$ cat config.mk
export PLATFORM = sky130hd
export DESIGN_NAME = serial_add_sub_ctrl
export DESIGN_NICKNAME = d
export VERILOG_FILES = /design/src/rtl/serial_add_sub_ctrl.sv
export SDC_FILE = /design/constraint.sdc
export NUM_CORES = 1
export LEC_CHECK = 0
export CAP_MARGIN = 20
export CORE_MARGIN = 1.5
export CORE_UTILIZATION = 55
export DETAILED_ROUTE_END_ITERATION = 16
export PLACE_DENSITY = 0.83
export SLEW_MARGIN = 30
export SYNTH_ARGS = -nofsm -noshare
export SYNTH_HDL_FRONTEND = slang
export SYNTH_SLANG_ARGS = --single-unit
$ cat constraint.sdc
create_clock -name clk -period 3.4 [get_ports clk]
set_input_delay 0.68 -clock clk [delete_from_list [all_inputs] [get_ports clk]]
set_output_delay 0.68 -clock clk [all_outputs]
set_load 0.05 [all_outputs]
$ cat src/rtl/serial_add_sub_ctrl.sv
// serial_add_sub_ctrl
//
// Bit-serial WIDTH-bit adder/subtractor controller. It latches two operands and
// an op select. It then steps a single 1-bit full-adder cell once per clock,
// LSB first, for WIDTH cycles. The cell is two half-adder stages plus an OR.
// Sum bits are collected in a shift register. Completion is signalled with a
// one-cycle done pulse. Subtraction is a + ~b + 1: the B operand is inverted
// at load time and the carry starts at 1.
//
// Ports:
//   clk     rising-edge clock
//   rst     asynchronous, active-high reset (discards any in-flight operation)
//   start   request, sampled only while busy = 0
//   op      0 = add (a + b), 1 = subtract (a - b), sampled with start
//   a, b    WIDTH-bit operands, sampled with start
//   busy    high while a computation is in progress
//   done    one-cycle pulse when result/cout/ovf are valid
//   result  WIDTH-bit sum/difference, held until the next completion
//   cout    add: carry out; subtract: borrow (1 when a < b, unsigned)
//   ovf     signed two's-complement overflow
module serial_add_sub_ctrl #(
    parameter int WIDTH = 8
) (
    input  logic             clk,
    input  logic             rst,
    input  logic             start,
    input  logic             op,
    input  logic [WIDTH-1:0] a,
    input  logic [WIDTH-1:0] b,
    output logic             busy,
    output logic             done,
    output logic [WIDTH-1:0] result,
    output logic             cout,
    output logic             ovf
);

    localparam int CNT_W = (WIDTH > 1) ? $clog2(WIDTH) : 1;
    localparam logic [CNT_W-1:0] LAST_BIT = CNT_W'(WIDTH - 1);

    typedef enum logic [1:0] {
        IDLE,
        RUN,
        DONE
    } state_t;

    state_t           state;
    state_t           state_nxt;

    logic [WIDTH-1:0] a_sr;
    logic [WIDTH-1:0] b_sr;
    logic [WIDTH-1:0] acc_sr;
    logic [CNT_W-1:0] bit_cnt;
    logic             carry;
    logic             op_r;

    logic [1:0]       ha1;        // {carry, sum} of a0 + b0
    logic [1:0]       ha2;        // {carry, sum} of (a0 ^ b0) + carry
    logic             sum_bit;
    logic             carry_nxt;
    logic             last_bit;
    logic             accept;

    // Half adder, returned as {carry, sum}.
    function automatic logic [1:0] half_add(input logic x, input logic y);
        return {x & y, x ^ y};
    endfunction

    // Shared 1-bit full-adder cell.
    always_comb begin
        ha1       = half_add(a_sr[0], b_sr[0]);
        ha2       = half_add(ha1[0], carry);
        sum_bit   = ha2[0];
        carry_nxt = ha1[1] | ha2[1];
    end

    assign last_bit = (bit_cnt == LAST_BIT);
    assign accept   = start && (state != RUN);

    // State register
    always_ff @(posedge clk or posedge rst) begin
        if (rst) begin
            state <= IDLE;
        end else begin
            state <= state_nxt;
        end
    end

    // Next-state and status outputs
    always_comb begin
        state_nxt = state;
        busy      = 1'b0;
        done      = 1'b0;
        case (state)
            IDLE: begin
                if (start) begin
                    state_nxt = RUN;
                end
            end
            RUN: begin
                busy = 1'b1;
                if (last_bit) begin
                    state_nxt = DONE;
                end
            end
            DONE: begin
                done = 1'b1;
                // Back-to-back request goes straight to RUN with no IDLE gap.
                state_nxt = start ? RUN : IDLE;
            end
            default: begin
                state_nxt = IDLE;
            end
        endcase
    end

    // Serial datapath and output registers
    always_ff @(posedge clk or posedge rst) begin
        if (rst) begin
            a_sr    <= '0;
            b_sr    <= '0;
            acc_sr  <= '0;
            bit_cnt <= '0;
            carry   <= 1'b0;
            op_r    <= 1'b0;
            result  <= '0;
            cout    <= 1'b0;
            ovf     <= 1'b0;
        end else if (accept) begin
            a_sr    <= a;
            b_sr    <= op ? ~b : b;
            op_r    <= op;
            carry   <= op;          // +1 of the two's-complement negate
            bit_cnt <= '0;
        end else if (state == RUN) begin
            a_sr    <= a_sr >> 1;
            b_sr    <= b_sr >> 1;
            acc_sr  <= {sum_bit, acc_sr[WIDTH-1:1]};
            carry   <= carry_nxt;
            bit_cnt <= bit_cnt + 1'b1;
            if (last_bit) begin
                result <= {sum_bit, acc_sr[WIDTH-1:1]};
                // Subtract reports borrow, which is the inverted final carry.
                cout   <= op_r ? ~carry_nxt : carry_nxt;
                // Carry into the MSB differs from carry out of it on overflow.
                ovf    <= carry ^ carry_nxt;
            end
        end
    end

endmodule

==> parameters.txt, run 1 <==
Parameter                              Value

Worst setup path
  Worst setup EP type    output port
  CP Class    flop to output port
  Crit-path slowest cell    sky130_fd_sc_hd__clkdlybuf4s50_1
  Register-to-Register Setup Slack    1.62 ns
  Data required, critical path    between 2 and 3 ns
  Crit-path cells    nand2b_1 > inv_2 > clkdlybuf4s50_1
  Arrival time worst endpoint    slightly above 2 ns
  CP Launch Type    flop
  Peak fanout along the critical path    13
  Critical Path Max Stage Delay    0.80 ns
  Crit path max-delay family    buffers and inverters
  Total buffers and inverters traversed by the critical path    2

Global route
  Global-route wire length before repair    5.457 mm
  Aggregate global routing overflow    0
  Via count of the first global-routing pass    1,309
  Aggregate global-route resource usage    20.65%
  Antenna violations before repair    0
  Pin count of the biggest net entering global routing    44

Timing
  RSZ-0062 raised after global routing    false
  Maximum clock skew at final layout    0.01149 ns
  Least-Margin Pin Slew    0.6935 ns
  Setup TNS after final layout    0 ns
  Worst setup slack after layout    0.6729 ns
  Final-report hold violation count    0
  Worst slew margin relative to its limit    between 50% and 60%
  Portion of the clock cycle consumed by the worst path in the final layout    80.21%
  Post-layout min period    ~2.7 ns
  Fmax    0.3667 GHz
  Slew Viols, Final    0
  Final setup violating endpoints    0

Clocking
  Clock tree from TritonCTS    done
  H-tree level count    2
  Count of buffers added by post-CTS timing repair for setup    0
  Post-CTS Resized    0
  Clock insertion delay at the later pin of the skew report    ~0.35 ns
  Maximum clock insertion buffer count    2
  Cts bufs inserted    5
  CTS sink cnt    40
  Worst-path clk slew    around 0.12 ns
  CTS Root Buffer Type    sky130_fd_sc_hd__clkbuf_4
  Hold-fix buffers at CTS    0

Synth
  Xor and xnor fraction of the mapped netlist area    under 10%
  Adder and majority cell fraction of the synthesized area    between 2 and 3%
  Main combinational cell family by area after synthesis    multiplexers
  Count of distinct cell types in the synthesized netlist    23
  Share of synthesized area occupied by flip-flops and latches    55.98%
  Multiplexer fraction of the synthesized cell area    15.61%
  Flops & latches, synth    40
  Cell area after synthesis    1788 sq um
  Synth Area in Compound Gates    under 10%
  Avg Synthesized Cell Area    10.97 sq um
  Synth warn    0
  Mapped Cells    163
  Area fraction in and, or, nand and nor cells after synthesis    between 10% and 20%
  Total nets after synthesis    about 190

Floorplan
  Number of placed I/O pins    32
  Die X-Extent    60.02 microns
  Core outline area    3078 sq um
  Floorplan die area    3602 sq um
  Initial core utilization    around three fifths
  Num rows    20
  Die outline height    60.02 microns

Cells and area
  NumNets Final    219
  Leading cell type in the layout, fill and taps excluded    sky130_fd_sc_hd__nand2_1
  Ant. Diodes    0
  Leading cell types in the layout, fill and taps excluded    sky130_fd_sc_hd__nand2_1, sky130_fd_sc_hd__dfrtp_1, sky130_fd_sc_hd__clkdlybuf4s50_1
  Fraction of layout cells with a size suffix above 1    between 10% and 20%
  Growth of design area from synthesis to finish    26.45%

Route
  DRC violation count after routing    0
  Wirelength, routed    3.128 mm
  Remaining antenna violation count after routing    0
  Number of vias per cell after detailed routing    between 5 and 6
  Number of vias after detailed routing    between 1,000 and 1,500
  Detailed-route wire length per cell    about 13 microns
  DR pass1 iterations    4
  1st-iter DRT viols    19

Place
  # port buffers    31
  Gpl congestion    0.6888
  Pre-CTS setup slack    approximately 1 ns
  Post-detailed-placement half-perimeter wirelength    2.221 mm

Power
  Leakage Power    1.100 nW
  Power density over the cells    926.4 nW/um^2
  Worst VDD drop    0.0004757 V

Outcome
  Result of the run    complete, no violations

Run
  Total of max-cap violations    0

Hold path
  Class of the worst hold path    flop to flop
-- synth_stat cells --
cell type,n,share of area [%]
sky130_fd_sc_hd__a21oi_1,1,0.28
sky130_fd_sc_hd__buf_2,6,1.7
sky130_fd_sc_hd__buf_4,2,0.84
sky130_fd_sc_hd__clkbuf_2,1,0.28
sky130_fd_sc_hd__dfrtp_1,40,56
sky130_fd_sc_hd__fa_1,1,1.1
sky130_fd_sc_hd__ha_1,2,1.4
sky130_fd_sc_hd__inv_1,3,0.63
sky130_fd_sc_hd__inv_2,1,0.21
sky130_fd_sc_hd__mux2_2,3,1.9
sky130_fd_sc_hd__mux2_4,5,4.2
sky130_fd_sc_hd__mux2i_1,17,9.5
sky130_fd_sc_hd__nand2_1,44,9.2
sky130_fd_sc_hd__nand2b_1,1,0.35
sky130_fd_sc_hd__nand3_1,1,0.28
sky130_fd_sc_hd__nand3b_1,1,0.42
sky130_fd_sc_hd__nor2_1,1,0.21
sky130_fd_sc_hd__nor2b_1,1,0.35
sky130_fd_sc_hd__o21ai_0,20,5.6
sky130_fd_sc_hd__o21ai_1,1,0.28
sky130_fd_sc_hd__o22ai_1,1,0.35
sky130_fd_sc_hd__xnor2_1,3,1.5
sky130_fd_sc_hd__xor2_1,7,3.4
-- metrics by stage --
| step | hold WS [ns] | total power, mW | util (%) | instances | cell area [sq um] |
|---|---|---|---|---|---|
| global route | 0.5150 | 2.237 | 73.46 | 241 | 2261 |
| finish | 0.4963 | 2.095 | 73.46 | 241 | 2261 |
| global placement | 0.4598 | 1.607 | 69.31 | 233 | 2133 |
| floorplan | 0.4447 | 1.406 | - | 163 | 1788 |
| CTS | 0.5045 | 2.115 | 73.46 | 241 | 2261 |
| detailed placement | 0.4726 | 1.653 | 69.31 | 233 | 2133 |
-- state kept, by name, indices dropped and copies added, names as in the netlist --
signal / flops
state: 2
carry: 1
ovf: 1
acc_sr: 7
cout: 1
result: 8
b_sr: 8
bit_cnt: 3
op_r: 1
a_sr: 8
-- layout make-up --
cell class / instances / area [sq um]
Clock inverter: 3 / 90.09
Sequential cell: 40 / 1001
Tap cell: 44 / 55.05
Timing Repair Buffer: 35 / 340.3
Inverter: 4 / 15.01
Fill cell: 234 / 817.0
Clock buffer: 5 / 37.54
Multi-Input combinational cell: 110 / 721.9
-- kinds of logic (layout without fill, tap and decap cells) --
logic type | after synthesis | count (layout)
AND/OR/NAND/NOR | 49 | 49
flip-flops | 40 | 40
multiplexers | 25 | 25
AO/OA/AOI/OAI | 23 | 23
buffers and inverters | 13 | 47
XOR/XNOR | 10 | 10
adder cells (fa/ha/maj) | 3 | 3
-- metal layers --
metal | global-route usage (%) | vias to the layer above | share of wire [%]
li1 | - | 599 | -
met1 | 23.10 | 589 | 42
met2 | 35.40 | 37 | 50
met3 | 5.628 | 10 | 5.1
met4 | 11.11 | 0 | 2.8
met5 | 0 | - | 0
-- power breakdown --
group	internal [mW]	leakage, nW	switching, mW	total (mW)
Combinational	0.325	0.526	0.507	0.833
Clock	0.303	0.0654	0.154	0.457
Sequential	0.679	0.508	0.126	0.805
Total	1.31	1.10	0.787	2.09
-- worst min-delay path: stages, from the launching register on --
cell	delay, ns
sky130_fd_sc_hd__dfrtp_1	0.36
sky130_fd_sc_hd__nand2_1	0.05
sky130_fd_sc_hd__o21ai_0	0.06
-- final timing paths --
check / cells after the start / start / to
min in group asynchronous: 2 / rst / acc_sr[6]
max: 3 / state[1] / busy
max in group asynchronous: 3 / rst / bit_cnt[0]
max reg2reg: 4 / bit_cnt[0] / result[4]
min: 2 / cout / cout
min reg2reg: 2 / cout / cout
(Power assumes the default switching activity.)
==> inputs of run 2 (changes only) <==
Settings changed: CORE_UTILIZATION 55 to 51, PLACE_DENSITY 0.83 to 0.78.
Clock period 3.4 ns to 2.6 ns, I/O delays scaled along.
==> parameters.txt, run 2 (same netlist as run 1, synthesis figures left out) <==
Parameter                              Value

Cells and area
  Ant. Diodes    0 (unchanged)
  Number of filler cells placed in the layout    255 (was 234)
  Growth of design area from synthesis to finish    27.43% (was 26.45%)
  Leading cell types in the layout, fill and taps excluded    sky130_fd_sc_hd__nand2_1, sky130_fd_sc_hd__dfrtp_1, sky130_fd_sc_hd__clkdlybuf4s50_1 (unchanged)
  Leading cell type in the layout, fill and taps excluded    sky130_fd_sc_hd__nand2_1 (unchanged)
  Storage element area    1001 sq um (unchanged)
  Filler-free cell count of the finished design    242 (was 241)
  Fraction of layout cells with a size suffix above 1    10.71% (was 11.17%)
  NumNets Final    218 (was 219)
  Registers with the most flip-flops    a_sr x8, b_sr x8, result x8 (unchanged)
  Area of the multi-input gates    721.9 sq um (unchanged)
  Final core occ    68.28% (was 73.46%)

Global route
  Global-route wire length before repair    5.202 mm (was 5.457 mm)
  Pin count of the biggest net entering global routing    44 (unchanged)
  Aggregate global routing overflow    0 (unchanged)
  Via count of the first global-routing pass    1,217 (was 1,309)
  Antenna violations before repair    0 (unchanged)
  Aggregate global-route resource usage    17.19% (was 20.65%)

Route
  Wirelength, routed    2.937 mm (was 3.128 mm)
  Remaining antenna violation count after routing    0 (unchanged)
  Number of vias after detailed routing    1,210 (was 1,235)
  DR pass1 iterations    4 (unchanged)
  Number of vias per cell after detailed routing    5.000 (was 5.124)
  Detailed-route wire length per cell    12.14 microns (was 12.98 microns)
  1st-iter DRT viols    44 (was 19)
  DRC violation count after routing    0 (unchanged)

Worst setup path
  Data required, critical path    2.08 ns (was 2.72 ns)
  Crit-path cells    nor2b_1 > clkdlybuf4s50_1 (was nand2b_1 > inv_2 > clkdlybuf4s50_1)
  Crit path max-delay family    buffers and inverters (unchanged)
  CP Class    flop to output port (unchanged)
  Arrival time worst endpoint    1.68 ns (was 2.05 ns)
  Critical Path Max Stage Delay    0.80 ns (about the same)
  Crit-path slowest cell    sky130_fd_sc_hd__clkdlybuf4s50_1 (unchanged)
  CP Launch Type    flop (unchanged)
  Peak fanout along the critical path    4 (was 13)
  Worst setup EP type    output port (unchanged)
  Total buffers and inverters traversed by the critical path    1 (was 2)

Floorplan
  Initial core utilization    53.58% (was 58.09%)
  Number of placed I/O pins    32 (unchanged)
  Die X-Extent    62.21 microns (was 60.02 microns)
  Core outline area    3337 sq um (was 3078 sq um)
  Die outline height    62.21 microns (was 60.02 microns)
  Floorplan die area    3870 sq um (was 3602 sq um)
  Num rows    21 (was 20)

Power
  Part of the total power dissipated in sequential elements    38.2% (was 38.4%)
  Switching power share of the total    37.05% (was 37.59%)
  Net switching power    1.015 mW (was 787.3 uW)
  Final total power    2.741 mW (was 2.095 mW)
  Leakage Power    1.107 nW (was 1.100 nW)
  Power density over the cells    1203 nW/um^2 (was 926.4 nW/um^2)
  Internal    1.725 mW (was 1.307 mW)
  Worst VDD drop    0.0005920 V (was 0.0004757 V)
  Power share of the combinational group    40.1% (was 39.8%)
  Clock network fraction of design power    21.7% (was 21.8%)

Clocking
  H-tree level count    2 (unchanged)
  CTS Root Buffer Type    sky130_fd_sc_hd__clkbuf_4 (unchanged)
  Count of buffers added by post-CTS timing repair for setup    0 (unchanged)
  Post-CTS Resized    0 (unchanged)
  Worst-path clk slew    0.12 ns (about the same)
  Clock insertion delay at the later pin of the skew report    0.34 ns (was 0.35 ns)
  Cts bufs inserted    5 (unchanged)
  Hold-fix buffers at CTS    0 (unchanged)
  CTS sink cnt    40 (unchanged)
  Clock tree from TritonCTS    done (unchanged)
  Maximum clock insertion buffer count    2 (unchanged)

Timing
  RSZ-0062 raised after global routing    false (unchanged)
  Fmax    about 0.45 GHz
  Maximum clock skew at final layout    0.007366 ns (was 0.01149 ns)
  Slew Viols, Final    0 (unchanged)
  Portion of the clock cycle consumed by the worst path in the final layout    84.64%
  Post-layout min period    2.201 ns
  Least-Margin Pin Slew    0.6466 ns (was 0.6935 ns)
  Final setup violating endpoints    0 (unchanged)
  Worst slew margin relative to its limit    56.76% (was 53.62%)
  Final-report hold violation count    0 (unchanged)
  Setup TNS after final layout    0 ns (unchanged)

Hold path
  Class of the worst hold path    flop to flop (unchanged)

Run
  Total of max-cap violations    0 (unchanged)

Place
  # port buffers    31 (unchanged)
  Post-detailed-placement half-perimeter wirelength    2.046 mm (was 2.221 mm)
  Cell total after placement    234 (was 233)
  Gpl congestion    0.7151 (was 0.6888)

Outcome
  Result of the run    complete, no violations (unchanged)
## run 2: cell types whose count changed in the layout (fill, tap and decap cells not counted), sizes merged
cell,previous run,this run
clkdlybuf4s50,31,30
## run 2: worst reg2reg max path: cells and delay by family (launching register included)
family / cells / cell delay (ns)
adders and majority gates: 2 / 0.39
and+or+nand+nor: 1 / 0.47
muxes: 1 / 0.41
DFF: 1 / 0.42
## run 2: layout make-up
| cell class | count | area share (%) |
|---|---|---|
| Tap cell | 46 | 2.526 |
| Multi-Input combinational cell | 110 | 31.69 |
| Timing Repair Buffer | 34 | 15.60 |
| Clock inverter | 3 | 3.954 |
| Clock buffer | 5 | 1.647 |
| Sequential cell | 40 | 43.93 |
| Inverter | 4 | 0.6590 |
## run 2: worst paths after layout
kind | start | to | slack, ns | depth (start not counted)
max reg2reg | bit_cnt[0] | result[4] | 0.81 | 4
min in group asynchronous | rst | result[2] | 0.58 | 3
min reg2reg | a_sr[2] | a_sr[1] | 0.49 | 2
max | state[0] | done | 0.40 | 2
min | a_sr[2] | a_sr[1] | 0.49 | 2
max in group asynchronous | rst | a_sr[7] | 1.67 | 3
## run 2: stage by stage
stage	cell area, sq um	worst slack (ns)	hold WS, ns
floorplan	1788	0.9915	0.4447
global placement	2151	0.7202	0.4599
detailed placement	2151	0.6375	0.4633
CTS	2278	0.3715	0.4922
global route	2278	0.3007	0.5186
finish	2278	0.3993	0.4887
## run 2: power by group through the flow
stage	registers [mW]	clock network (mW)	logic, mW
CTS	1.05	0.612	1.12
global placement	1.05	0	1.08
global route	1.08	0.632	1.21
detailed placement	1.06	0	1.12
floorplan	1.27	0	0.570
finish	1.05	0.595	1.10
## run 2: routing by layer
metal  GRT usage, %  vias up  routed length (microns)  share of wire [%]
met1          19.22      577                     1281                 44
li1               -      599                        -                  -
met5              0        -                        0                  0
met4          5.833        0                       27               0.92
met2          31.25       29                     1483                 50
met3          5.072        5                      145                4.9
==> inputs of run 3 (changes only) <==
Settings changed: CORE_UTILIZATION 51 to 46, PLACE_DENSITY 0.78 to 0.74.
Clock period 2.6 ns to 1.93 ns, I/O delays scaled along.
==> parameters.txt, run 3 (same netlist as run 1, synthesis figures left out) <==
Parameter                              Value

Clocking
  Hold-fix buffers at CTS    0 (unchanged)
  H-tree level count    2 (unchanged)
  Post-CTS Resized    0 (unchanged)
  Clock insertion delay at the later pin of the skew report    0.29 ns (was 0.34 ns)
  CTS Root Buffer Type    sky130_fd_sc_hd__clkbuf_8 (was sky130_fd_sc_hd__clkbuf_4)
  Cts bufs inserted    5 (unchanged)
  Clock tree from TritonCTS    done (unchanged)
  CTS sink cnt    40 (unchanged)
  Count of buffers added by post-CTS timing repair for setup    0 (unchanged)
  Maximum clock insertion buffer count    2 (unchanged)
  Worst-path clk slew    0.07 ns (was 0.12 ns)

Timing
  Final-report hold violation count    0 (unchanged)
  Final setup violating endpoints    0 (unchanged)
  Setup TNS after final layout    0 ns (unchanged)
  Portion of the clock cycle consumed by the worst path in the final layout    a little over nine tenths
  Worst slew margin relative to its limit    66.12% (was 56.76%)
  Slew Viols, Final    0 (unchanged)
  Post-layout min period    1.843 ns
  RSZ-0062 raised after global routing    false (unchanged)
  Worst setup slack after layout    0.08702 ns (was 0.3993 ns)
  Least-Margin Pin Slew    0.5066 ns (was 0.6466 ns)
  Fmax    0.5426 GHz
  Maximum clock skew at final layout    0.001804 ns (was 0.007366 ns)

Floorplan
  Number of placed I/O pins    32 (unchanged)
  Initial core utilization    48.47% (was 53.58%)
  Core outline area    3689 sq um (was 3337 sq um)
  Floorplan die area    4270 sq um (was 3870 sq um)
  Num rows    22 (was 21)
  Die outline height    65.35 microns (was 62.21 microns)
  Die X-Extent    65.35 microns (was 62.21 microns)

Cells and area
  Registers with the most flip-flops    a_sr x8, b_sr x8, result x8 (unchanged)
  Leading cell type in the layout, fill and taps excluded    sky130_fd_sc_hd__nand2_1 (unchanged)
  NumNets Final    221 (was 218)
  Number of filler cells placed in the layout    344 (was 255)
  Leading cell types in the layout, fill and taps excluded    sky130_fd_sc_hd__nand2_1, sky130_fd_sc_hd__dfrtp_1, sky130_fd_sc_hd__clkdlybuf4s50_1 (unchanged)
  Ant. Diodes    0 (unchanged)
  Growth of design area from synthesis to finish    25.19% (was 27.43%)
  Final core occ    60.69% (was 68.28%)
  Fraction of layout cells with a size suffix above 1    11.62% (was 10.71%)

Global route
  Aggregate global routing overflow    0 (unchanged)
  Global-route wire length before repair    5.520 mm (was 5.202 mm)
  Aggregate global-route resource usage    17.38% (was 17.19%)
  Pin count of the biggest net entering global routing    41 (was 44)
  Antenna violations before repair    0 (unchanged)
  Via count of the first global-routing pass    1,299 (was 1,217)

Route
  Number of vias after detailed routing    1,236 (was 1,210)
  Wirelength, routed    3.104 mm (was 2.937 mm)
  1st-iter DRT viols    60 (was 44)
  DRC violation count after routing    0 (unchanged)
  Remaining antenna violation count after routing    0 (unchanged)
  DR pass1 iterations    4 (unchanged)
  Detailed-route wire length per cell    12.62 microns (was 12.14 microns)
  Number of vias per cell after detailed routing    5.024 (was 5.000)

Worst setup path
  Total buffers and inverters traversed by the critical path    1 (unchanged)
  Launch instance of the worst register-to-register path    bit_cnt[0] (unchanged)
  Critical Path Max Stage Delay    0.81 ns (was 0.80 ns)
  Arrival time worst endpoint    1.46 ns (was 1.68 ns)
  Source of the critical timing path    cout (was state[0])
  Crit-path cells    clkdlybuf4s50_1 (was nor2b_1 > clkdlybuf4s50_1)
  CP Class    flop to output port (unchanged)
  Crit-path slowest cell    sky130_fd_sc_hd__clkdlybuf4s50_1 (unchanged)
  Worst setup EP type    output port (unchanged)
  CP Launch Type    flop (unchanged)
  Peak fanout along the critical path    2 (was 4)
  Crit path max-delay family    buffers and inverters (unchanged)
  Cell count along the critical path    1 (was 2)
  Data required, critical path    1.54 ns (was 2.08 ns)
  Worst reg2reg path depth    5 (was 4)

Outcome
  Result of the run    complete, no violations (unchanged)

Run
  Total of max-cap violations    0 (unchanged)

Power
  Worst VDD drop    0.0005355 V (was 0.0005920 V)
  Leakage Power    1.094 nW (was 1.107 nW)
  Final total power    3.428 mW (was 2.741 mW)
  Power density over the cells    1531 nW/um^2 (was 1203 nW/um^2)

Hold path
  Instance count along the most critical hold path    1 (was 2)
  Min-Delay Startpoint    bit_cnt[0] (was a_sr[2])
  Class of the worst hold path    flop to flop (unchanged)

Place
  Post-detailed-placement half-perimeter wirelength    2.220 mm (was 2.046 mm)
  Gpl congestion    0.7412 (was 0.7151)
  # port buffers    31 (unchanged)
  Pre-CTS setup slack    0.1855 ns (was 0.6375 ns)
## run 3: cell count changes in the layout (fill, tap and decap cells not counted), sizes merged
cell / previous run / this run
buf: 4 / 8
bufinv: 3 / 0
clkdlybuf4s50: 30 / 29
clkbuf: 5 / 6
clkinv: 0 / 1
## run 3: layout make-up
class | count | area, sq um | share of cell area (%)
Clock buffer | 6 | 72.57 | 3.242
Tap cell | 48 | 60.06 | 2.683
Sequential cell | 40 | 1001 | 44.72
Clock inverter | 1 | 5.005 | 0.2236
Inverter | 4 | 15.01 | 0.6708
Timing Repair Buffer | 37 | 362.8 | 16.21
Multi-Input combinational cell | 110 | 721.9 | 32.25
## run 3: final timing paths
kind | end | slack (ns)
max | cout | 0.09
min | bit_cnt[0] | 0.49
max reg2reg | result[6] | 0.37
min reg2reg | bit_cnt[0] | 0.49
max in group asynchronous | result[4] | 1.06
min in group asynchronous | result[2] | 0.53
## run 3: metrics by stage
| stage | instances | hold WS (ns) | area [sq um] |
|---|---|---|---|
| 6_report | 246 | 0.4892 | 2238 |
| 5_1_grt | 246 | 0.5046 | 2238 |
| 4_1_cts | 246 | 0.4939 | 2238 |
| 3_5_place_dp | 239 | 0.4744 | 2161 |
| 3_3_place_gp | 239 | 0.4593 | 2161 |
| 2_1_floorplan | 163 | 0.4447 | 1788 |
## run 3: layer usage
| metal | vias up | global-route usage (%) | wire, microns |
|---|---|---|---|
| li1 | 604 | - | - |
| met1 | 586 | 19.07 | 1356 |
| met2 | 37 | 30.10 | 1504 |
| met3 | 9 | 6.336 | 187 |
| met4 | 0 | 7.552 | 55 |
| met5 | - | 0 | 0 |
## run 3: power breakdown
part	leakage, nW	switching, mW	internal, mW	total, mW
clock network	0.0410	0.263	0.245	0.509
logic	0.544	0.888	0.610	1.50
registers	0.508	0.221	1.20	1.42
total	1.09	1.37	2.05	3.43
